**src/rtl/freq_measure_ctrl_if.sv**
```systemverilog
// Control/result bundle of the frequency measurement sequencer.
// The master side drives start/abort/signal; the slave side returns status and counts.
interface freq_measure_ctrl_if #(
    parameter int CNT_W = 32
);
    logic             start;
    logic             abort;
    logic             signal_rectified;
    logic             busy;
    logic             done;
    logic             timeout;
    logic [CNT_W-1:0] ref_cnt;
    logic [CNT_W-1:0] sig_cnt;

    modport master (
        output start, abort, signal_rectified,
        input  busy, done, timeout, ref_cnt, sig_cnt
    );

    modport slave (
        input  start, abort, signal_rectified,
        output busy, done, timeout, ref_cnt, sig_cnt
    );
endinterface

```
**src/rtl/freq_measure_ctrl.sv**
```systemverilog
// Equal-precision frequency measurement: gate opens and closes on signal rising edges.
// Define FMC_DEGLITCH_EN to insert a DEGLITCH_LEN-cycle stability filter after the synchronizer.
module freq_measure_ctrl #(
    parameter int CNT_W          = 32,
    parameter int GATE_CYCLES    = 50000000,
    parameter int TIMEOUT_CYCLES = 100000000,
    parameter int DEGLITCH_LEN   = 4
) (
    input logic                clk,
    input logic                rst_n,
    freq_measure_ctrl_if.slave bus
);
    typedef enum logic [1:0] {IDLE, ARM, GATE} state_t;

    state_t           state_q;
    logic             sync1_q, sync2_q, filt_d1_q;
    logic             filt, rise, close, expire;
    logic [CNT_W-1:0] timer_q, ref_i_q, sig_i_q;
    logic [CNT_W-1:0] ref_inc, sig_inc;
    logic [CNT_W-1:0] ref_cnt_q, sig_cnt_q;
    logic             busy_q, done_q, timeout_q;

    always_ff @(posedge clk or negedge rst_n) begin
        if (!rst_n) begin
            sync1_q   <= 1'b0;
            sync2_q   <= 1'b0;
            filt_d1_q <= 1'b0;
        end else begin
            sync1_q   <= bus.signal_rectified;
            sync2_q   <= sync1_q;
            filt_d1_q <= filt;
        end
    end

`ifdef FMC_DEGLITCH_EN
    localparam int DG_W = $clog2(DEGLITCH_LEN + 1);
    logic [DG_W-1:0] dg_cnt_q;
    logic            filt_q;

    // Level follows the synchronizer only after DEGLITCH_LEN consecutive disagreeing cycles.
    always_ff @(posedge clk or negedge rst_n) begin
        if (!rst_n) begin
            dg_cnt_q <= '0;
            filt_q   <= 1'b0;
        end else if (sync2_q == filt_q) begin
            dg_cnt_q <= '0;
        end else if (dg_cnt_q == DG_W'(DEGLITCH_LEN - 1)) begin
            dg_cnt_q <= '0;
            filt_q   <= sync2_q;
        end else begin
            dg_cnt_q <= dg_cnt_q + 1'b1;
        end
    end
    assign filt = filt_q;
`else
    assign filt = sync2_q;
`endif

    assign rise    = filt & ~filt_d1_q;
    assign ref_inc = ref_i_q + 1'b1;
    assign sig_inc = sig_i_q + 1'b1;
    assign close   = (state_q == GATE) && rise && (ref_inc >= CNT_W'(GATE_CYCLES));
    assign expire  = (timer_q == CNT_W'(TIMEOUT_CYCLES - 1));

    // Priority inside a measurement: abort, then close, then timeout.
    always_ff @(posedge clk or negedge rst_n) begin
        if (!rst_n) begin
            state_q   <= IDLE;
            timer_q   <= '0;
            ref_i_q   <= '0;
            sig_i_q   <= '0;
            ref_cnt_q <= '0;
            sig_cnt_q <= '0;
            busy_q    <= 1'b0;
            done_q    <= 1'b0;
            timeout_q <= 1'b0;
        end else begin
            done_q <= 1'b0;
            case (state_q)
                IDLE: begin
                    if (bus.start) begin
                        state_q   <= ARM;
                        busy_q    <= 1'b1;
                        timeout_q <= 1'b0;
                        timer_q   <= '0;
                    end
                end
                ARM, GATE: begin
                    timer_q <= timer_q + 1'b1;
                    if (bus.abort) begin
                        state_q <= IDLE;
                        busy_q  <= 1'b0;
                    end else if (close) begin
                        ref_cnt_q <= ref_inc;
                        sig_cnt_q <= sig_inc;
                        timeout_q <= 1'b0;
                        done_q    <= 1'b1;
                        busy_q    <= 1'b0;
                        state_q   <= IDLE;
                    end else if (expire) begin
                        ref_cnt_q <= '0;
                        sig_cnt_q <= '0;
                        timeout_q <= 1'b1;
                        done_q    <= 1'b1;
                        busy_q    <= 1'b0;
                        state_q   <= IDLE;
                    end else if (state_q == ARM) begin
                        if (rise) begin
                            state_q <= GATE;
                            ref_i_q <= '0;
                            sig_i_q <= '0;
                        end
                    end else begin
                        ref_i_q <= ref_inc;
                        if (rise) sig_i_q <= sig_inc;
                    end
                end
                default: begin
                    state_q <= IDLE;
                    busy_q  <= 1'b0;
                end
            endcase
        end
    end

    assign bus.busy    = busy_q;
    assign bus.done    = done_q;
    assign bus.timeout = timeout_q;
    assign bus.ref_cnt = ref_cnt_q;
    assign bus.sig_cnt = sig_cnt_q;
endmodule

```
**src/flat_wrapper.sv**
```systemverilog
// flat-port wrapper written by rule: the top's interface ports become plain ports
module freq_measure_ctrl_flat 
#(
    parameter int CNT_W          = 32,
    parameter int GATE_CYCLES    = 50000000,
    parameter int TIMEOUT_CYCLES = 100000000,
    parameter int DEGLITCH_LEN   = 4
)
  (clk, rst_n, bus_start, bus_abort, bus_signal_rectified, bus_busy, bus_done, bus_timeout, bus_ref_cnt, bus_sig_cnt);
  freq_measure_ctrl_if #(.CNT_W(CNT_W)) bus_i ();
  input logic clk;
  input logic rst_n;
  input wire logic [$bits(bus_i.start)-1:0] bus_start;
  input wire logic [$bits(bus_i.abort)-1:0] bus_abort;
  input wire logic [$bits(bus_i.signal_rectified)-1:0] bus_signal_rectified;
  output wire logic [$bits(bus_i.busy)-1:0] bus_busy;
  output wire logic [$bits(bus_i.done)-1:0] bus_done;
  output wire logic [$bits(bus_i.timeout)-1:0] bus_timeout;
  output wire logic [$bits(bus_i.ref_cnt)-1:0] bus_ref_cnt;
  output wire logic [$bits(bus_i.sig_cnt)-1:0] bus_sig_cnt;
  assign bus_i.start = bus_start;
  assign bus_i.abort = bus_abort;
  assign bus_i.signal_rectified = bus_signal_rectified;
  assign bus_busy = bus_i.busy;
  assign bus_done = bus_i.done;
  assign bus_timeout = bus_i.timeout;
  assign bus_ref_cnt = bus_i.ref_cnt;
  assign bus_sig_cnt = bus_i.sig_cnt;
  freq_measure_ctrl #(.CNT_W(CNT_W), .GATE_CYCLES(GATE_CYCLES), .TIMEOUT_CYCLES(TIMEOUT_CYCLES), .DEGLITCH_LEN(DEGLITCH_LEN)) u_core (.clk(clk), .rst_n(rst_n), .bus(bus_i));
endmodule
```
**config.mk**
```make
export PLATFORM = sky130hd
export DESIGN_NAME = freq_measure_ctrl_flat
export DESIGN_NICKNAME = d
export VERILOG_FILES = /design/src/rtl/freq_measure_ctrl_if.sv /design/src/rtl/freq_measure_ctrl.sv /design/src/flat_wrapper.sv
export SDC_FILE = /design/constraint.sdc
export NUM_CORES = 1
export LEC_CHECK = 0
export BUFFER_PORTS_ARGS = -buffer_cell sky130_fd_sc_hd__buf_2
export CORE_MARGIN = 2
export CORE_UTILIZATION = 60
export DETAILED_ROUTE_END_ITERATION = 10
export PLACE_DENSITY = 0.81
export SETUP_SLACK_MARGIN = 0.05
export SLEW_MARGIN = 20
export SYNTH_ARGS = -nofsm -noshare
export SYNTH_HDL_FRONTEND = slang
export SYNTH_SLANG_ARGS = --single-unit
```
**constraint.sdc**
```tcl
create_clock -name clk -period 5.5 [get_ports clk]
set_input_delay 0.55 -clock clk [delete_from_list [all_inputs] [get_ports clk]]
set_output_delay 0.55 -clock clk [all_outputs]
set_load 0.05 [all_outputs]
```
Word level (Yosys, flattened, before mapping)
Cells that the tools add are included.
{"block": "totals", "register_bits": 168, "output_inout_bits": 67, "wordCells": 74}
{"block": "op_classes", "n_addsub": 3, "n_reduce_logical": 13, "bitwise_logic": 5, "eq_ne": 10, "muxes": 30, "magnitude_cmp": 1}
{"cell": "$mux W32", "n": 8}
{"cell": "$add A32 B1 Y32 const B", "n": 3}
{"cell": "$pmux W32 S2", "n": 1}
{"cell": "$eq A32 B27 Y1 const B", "n": 1}
{"cell": "$ge A32 B26 Y1 const B", "n": 1}
{"cell": "$mux W1", "n": 12}
{"cell": "$mux W2", "n": 6}
{"cell": "$ne A5 B2 Y1 const B", "n": 2}
{"cell": "$reduce_and A5 Y1", "n": 2}
{"cell": "$reduce_and A3 Y1", "n": 2}
{"cell": "$ne A2 B2 Y1 const B", "n": 2}
{"cell": "$ne A4 B2 Y1 const B", "n": 1}
{"cell": "$not A1 Y1", "n": 4}
{"cell": "$pmux W1 S2", "n": 2}
{"cell": "$pmux W2 S2", "n": 1}
{"cell": "$reduce_and A2 Y1", "n": 2}
{"cell": "$reduce_and A4 Y1", "n": 1}
{"cell": "$reduce_bool A2 Y1", "n": 2}
{"cell": "$ne A3 B1 Y1 const B", "n": 1}
{"cell": "$eq A2 B1 Y1 const B", "n": 1}
{"cell": "$eq A2 B2 Y1 const B", "n": 1}
{"cell": "$logic_and A1 B1 Y1", "n": 2}
{"cell": "$logic_not A2 Y1", "n": 1}
{"cell": "$ne A2 B1 Y1 const B", "n": 1}
{"cell": "2 further kinds", "n": 2}

Longest topological paths before layout
{"block": "logic_depth", "depth_word": 8, "mapped_depth": 12}

Worst setup path before layout
OpenSTA, ideal clock, no wires.
{"block": "synth_timing", "path_type": "register -> register", "from": "reg u_core.ref_i_q[0]", "to": "reg u_core.sig_i_q[31]", "path_slack_ns": 2.179, "arrival_time_ns": 3.195, "n_path_buf": 3, "stages_incl_launch_ff": 13, "path_cell_list": "dfrtp_1 -> ha_1 -> nand3_1 -> clkbuf_1 -> or4_1 -> or4_1 -> a22oi_1 -> nand4_1 -> a31oi_1 -> nand2_1 -> buf_6 -> buf_6 -> a221o_1"}
{"block": "synth_via", "elab_chain_cells": 5}
{"item": "start: declaration", "line": "freq_measure_ctrl.sv:18", "source": "logic [CNT_W-1:0] timer_q, ref_i_q, sig_i_q;"}
{"item": "start signal: assignment", "line": "freq_measure_ctrl.sv:114", "source": "ref_i_q <= ref_inc;"}
{"item": "$add A32 B1 Y32", "line": "freq_measure_ctrl.sv:60", "source": "assign ref_inc = ref_i_q + 1'b1;"}
{"item": "$ge A32 B26 Y1", "line": "freq_measure_ctrl.sv:62", "source": "assign close = (state_q == GATE) && rise && (ref_inc >= CNT_W'(GATE_CYCLES));"}
{"item": "$logic_and A1 B1 Y1", "line": "freq_measure_ctrl.sv:62"}
{"item": "$not A1 Y1 (no line)"}
{"item": "$reduce_and A5 Y1 (no line)"}
{"item": "end signal: assignment", "line": "freq_measure_ctrl.sv:115", "source": "if (rise) sig_i_q <= sig_inc;"}
{"item": "end: declaration", "line": "freq_measure_ctrl.sv:18"}
No other way between the ends.
A chain may end at the register's enable or synchronous reset.

Final worst setup path
{"block": "layout_timing", "from": "reg u_core.ref_i_q[0]", "to": "reg u_core.sig_cnt_q[9] (netlist: u_core.bus.sig_cnt[9])"}
{"block": "layout_via", "elab_chain_cells": 5, "word_cells_on_any_way": 6}
{"item": "$add A32 B1 Y32 *", "line": "freq_measure_ctrl.sv:60"}
{"item": "$ge A32 B26 Y1 *", "line": "freq_measure_ctrl.sv:62"}
{"item": "$logic_and A1 B1 Y1 *", "line": "freq_measure_ctrl.sv:62"}
{"item": "$reduce_bool A2 Y1 (no line)"}
{"item": "$reduce_and A3 Y1 (no line)"}
{"item": "end signal: assignment", "line": "freq_measure_ctrl.sv:95", "source": "sig_cnt_q <= sig_inc;"}
{"item": "end: declaration", "line": "freq_measure_ctrl.sv:20", "source": "logic [CNT_W-1:0] ref_cnt_q, sig_cnt_q;"}
Mark *: on every way between the ends. The rest lies on a longest branch, timed or not.

==> metrics.md <==
| Metric | Value |
|---|---|
| Sink count of the clock tree | `around 170` |
| VDD IR max | `between 0.0002 and 0.0003 V` |
| Critical Path Sink Type | `register` |
| RSZ-0062 raised after global routing | `false` |
| Routability congestion estimate | `0.900` |
| Period utilization | `0.805` |
| Maximum fanout count along the critical path | `43` |
| Total of cells resized after clock tree synthesis | `0` |
| Number of antenna violations at the first check in global routing | `0` |
| Pin count of the biggest net entering global routing | `between 60 and 70` |
| Fraction of layout instances using a drive strength above 1 | `0.140` |
| Fin crit period | `between 4000 and 5000 ps` |
| Total of warnings raised by yosys | `0` |
| Num rows | `44` |
| Post-CTS setup buffer count | `0` |
| Final Hold Fails | `0` |
| Leading cell type in the layout, fill and taps excluded | `sky130_fd_sc_hd__dfrtp_1` |
| Post-Route Skew | `13.3 ps` |
| Cells after DPL | `about 1,100` |
| Total grt overflow | `0` |
| Uppermost signal routing layer after detailed routing | `met4` |
| Synth Instances | `915` |
| Filler-free cell count of the finished design | `between 1,000 and 1,500` |
| DIE HEIGHT | `about 130 um` |
| Clk_lat worst skew | `between 400 and 500 ps` |
| Vias in the first global route | `roughly 7,000` |
| Power density normalized to cell area | `about 330 nW/um^2` |
| Total of hold buffers inserted after clock tree synthesis | `0` |
| I/O Pins | `just over 70` |
| Result of the run | `completed` |
| Post-synthesis net count | `around 930` |
| Routed wire length per instance | `around 19 um` |
| Finish-stage setup viols | `0` |
| Number of nets in the finished design | `962` |
| Sum of routed wire length over all layers | `around 21,000 um` |
| Via count of the routed design | `7,388` |
| Number of port buffers | `approximately 70` |
| Total negative slack | `0 ps` |
| Buffer type at the clock tree root | `sky130_fd_sc_hd__clkbuf_16` |
| Slew at the pin closest to its max-slew limit | `roughly 1000 ps` |
| Floorplan die width | `127 um` |
| Number of search-and-repair iterations in the first detailed-routing pass | `6` |
| Share of async-settable or async-resettable flops after synthesis | `1.00` |
| Core region area | `14,600 sq um` |
| Initial standard-cell utilization of the core | `0.617` |
| CP arrival | `about 4800 ps` |
| WHS | `92.5 ps` |
| Per-instance average area after synthesis | `a little under 10 sq um` |
| Fraction of the yosys area taken by sequential cells | `0.465` |
| Post-synthesis to final-layout area growth | `11.2%` |
| Post-synthesis register bit count | `~170` |
| CTS tree | `yes` |
| Total GRT Usage | `0.280` |
| Worst Setup Slack post-DPL | `between 1000 and 1500 ps` |
| Number of synthesized flops with an enable pin | `0` |
| CTS Buffer Depth | `2` |
| Number of max-slew violations in the final report | `0` |
| Number of design rule violations left after detail routing | `0` |
| Die area | `between 15,000 and 20,000 sq um` |
| Max Clk Rate | `~230 MHz` |
| Initial detailed-routing violation count | `686` |
| H-tree depth reported by CTS | `4` |
| M1 wire length | `~10000 um` |
| Inserted Clock Buffers | `17` |
| Top library cells by usage in the layout, fill and taps aside | `168 x sky130_fd_sc_hd__dfrtp_1, 76 x sky130_fd_sc_hd__nor2_1, 70 x sky130_fd_sc_hd__buf_2, 69 x sky130_fd_sc_hd__o2bb2ai_1, 58 x sky130_fd_sc_hd__nand2_1` |
| Flip-flop cell with the highest count after synthesis | `sky130_fd_sc_hd__dfrtp_1` |
| Core occupancy in the finished layout | `0.686` |
| DR WL met3 | `between 1000 and 1500 um` |
| Final HPWL from detailed placement | `around 14,000 um` |
| P_leak | `about 4.3 nW` |
| Class of the tightest hold or removal check | `input port to async pin` |
| Clock-pin slew reported for the worst setup and hold paths after clock tree synthesis | `~60 ps` |
| Ant. Diodes | `0` |
| Synth unique cells | `62` |
| Slew margin rel. | `0.306` |
| Metal2 WL | `between 10,000 and 15,000 um` |
| Required @ worst endpoint | `between 5000 and 6000 ps` |
| Wire length of the first global-routing pass | `around 36,000 um` |
| Type of origin of the critical path | `register` |
| Total of max-cap violations | `0` |
| Area of the mapped netlist | `between 9000 and 10,000 sq um` |
| Number of routed nets with antenna violations | `0` |
| DR vias/cell | `approximately 6.4` |
| Slack of the critical path | `roughly 1100 ps` |
| Setup Crit Path Kind | `register to register` |
path summary, 6_finish.rpt:
| kind | end | slack [ps] | start | depth (start not counted) |
|---|---|---|---|---|
| min in group clk | u_core.sync1_q$_DFF_PN0_ | 220 | bus_signal_rectified | 1 |
| max in group asynchronous | u_core.timer_q[24]$_DFFE_PN0P_ | 4170 | rst_n | 2 |
| max | u_core.bus.sig_cnt[9]$_DFFE_PN0P_ | 1070 | u_core.ref_i_q[0]$_DFFE_PN0P_ | 10 |
| min reg2reg | u_core.filt$_DFF_PN0_ | 390 | u_core.sync1_q$_DFF_PN0_ | 0 |
| max reg2reg | u_core.bus.sig_cnt[9]$_DFFE_PN0P_ | 1070 | u_core.ref_i_q[0]$_DFFE_PN0P_ | 10 |
| min | u_core.bus.ref_cnt[0]$_DFFE_PN0P_ | 90 | rst_n | 1 |
flip-flops by register name, indices dropped and copies added, names as in the netlist:
register and cells:
u_core.sync1_q 1, u_core.ref_i_q 32, u_core.filt 1, u_core.timer_q 32
u_core.bus.done 1, u_core.sig_i_q 32, u_core.bus.busy 1, u_core.bus.ref_cnt 32
u_core.bus.sig_cnt 32, u_core.state_q 2, u_core.filt_d1_q 1, u_core.bus.timeout 1
layer usage:
layer,global-route usage,up-vias
met5,0,-
met1,0.393,3629
met4,0.0944,0
met3,0.0578,39
met2,0.441,259
li1,-,3461
cell type report:
type / count / area [sq um]
inverters: 20 / 75.1
well taps: 184 / 230
repair buffers: 84 / 472
multi-input cells: 659 / 4460
clock inverters: 10 / 145
flip-flops and latches: 168 / 4200
clock buffers: 21 / 460
fillers: 1113 / 4600
synthesized netlist by cell type, drive strengths merged (2+ instances only):
| library cell | n | area [sq um] |
|---|---|---|
| or3 | 14 | 87.6 |
| o22ai | 3 | 18.8 |
| buf | 37 | 214 |
| xor2 | 37 | 324 |
| a22o | 5 | 43.8 |
| clkbuf | 31 | 116 |
| nand3 | 42 | 215 |
| a211o | 4 | 35.0 |
| dfrtp | 168 | 4200 |
| and3 | 39 | 244 |
| or4 | 8 | 63.8 |
| or2 | 7 | 43.8 |
| mux2 | 10 | 113 |
| nor4 | 19 | 159 |
| nor4b | 4 | 35.0 |
| a221o | 37 | 370 |
| a21oi | 20 | 100 |
| a21boi | 4 | 30.0 |
| nand2b | 9 | 56.3 |
| a211oi | 2 | 15.0 |
| nor2 | 76 | 285 |
| nand2 | 58 | 218 |
| inv | 20 | 75.1 |
| o31ai | 4 | 30.0 |
| xnor2 | 33 | 289 |
| nor3b | 18 | 135 |
| o21a | 3 | 22.5 |
| o21ai | 15 | 75.1 |
| and4 | 3 | 26.3 |
| and2 | 5 | 31.3 |
| mux2i | 2 | 20.0 |
| nor3 | 47 | 240 |
| nand4 | 20 | 131 |
| nor2b | 9 | 56.3 |
| o31a | 3 | 26.3 |
| a2111oi | 2 | 25.0 |
| o2bb2ai | 69 | 604 |
| ha | 7 | 87.6 |
| a32o | 2 | 20.0 |
| a31oi | 9 | 56.3 |
where the power goes:
group	leakage, nW	internal (mW)	switching [mW]
combinational	1.77	0.210	0.500
sequential	2.28	1.30	0.0908
clock	0.290	0.738	0.498
logic make-up after synthesis:
family / count (synthesis) / share of synthesized area
simple gates: 380 / 0.227
mux: 12 / 0.0147
compound gates: 190 / 0.171
buf+inv: 88 / 0.0449
xor+xnor: 70 / 0.0679
fa+ha+maj: 7 / 0.00970
flops: 168 / 0.465
per-stage QoR:
step / area [sq um] / power [mW]
CTS: 10000 / 3.34
global placement: 9440 / 2.10
floorplan: 9030 / 1.91
global route: 10000 / 3.49
finish: 10000 / 3.34
detailed placement: 9440 / 2.11
critical path, stage by stage (launching register included):
cell                        delay (ps)
sky130_fd_sc_hd__dfrtp_1           440
sky130_fd_sc_hd__ha_1              280
sky130_fd_sc_hd__nand3_1           400
sky130_fd_sc_hd__nor4_1            700
sky130_fd_sc_hd__xnor2_1           220
sky130_fd_sc_hd__a2111oi_1         100
sky130_fd_sc_hd__a2111oi_2         570
sky130_fd_sc_hd__nor4_2            220
sky130_fd_sc_hd__o31ai_4           910
sky130_fd_sc_hd__buf_12            320
sky130_fd_sc_hd__a22o_1            190
(Power assumes the default switching activity.)
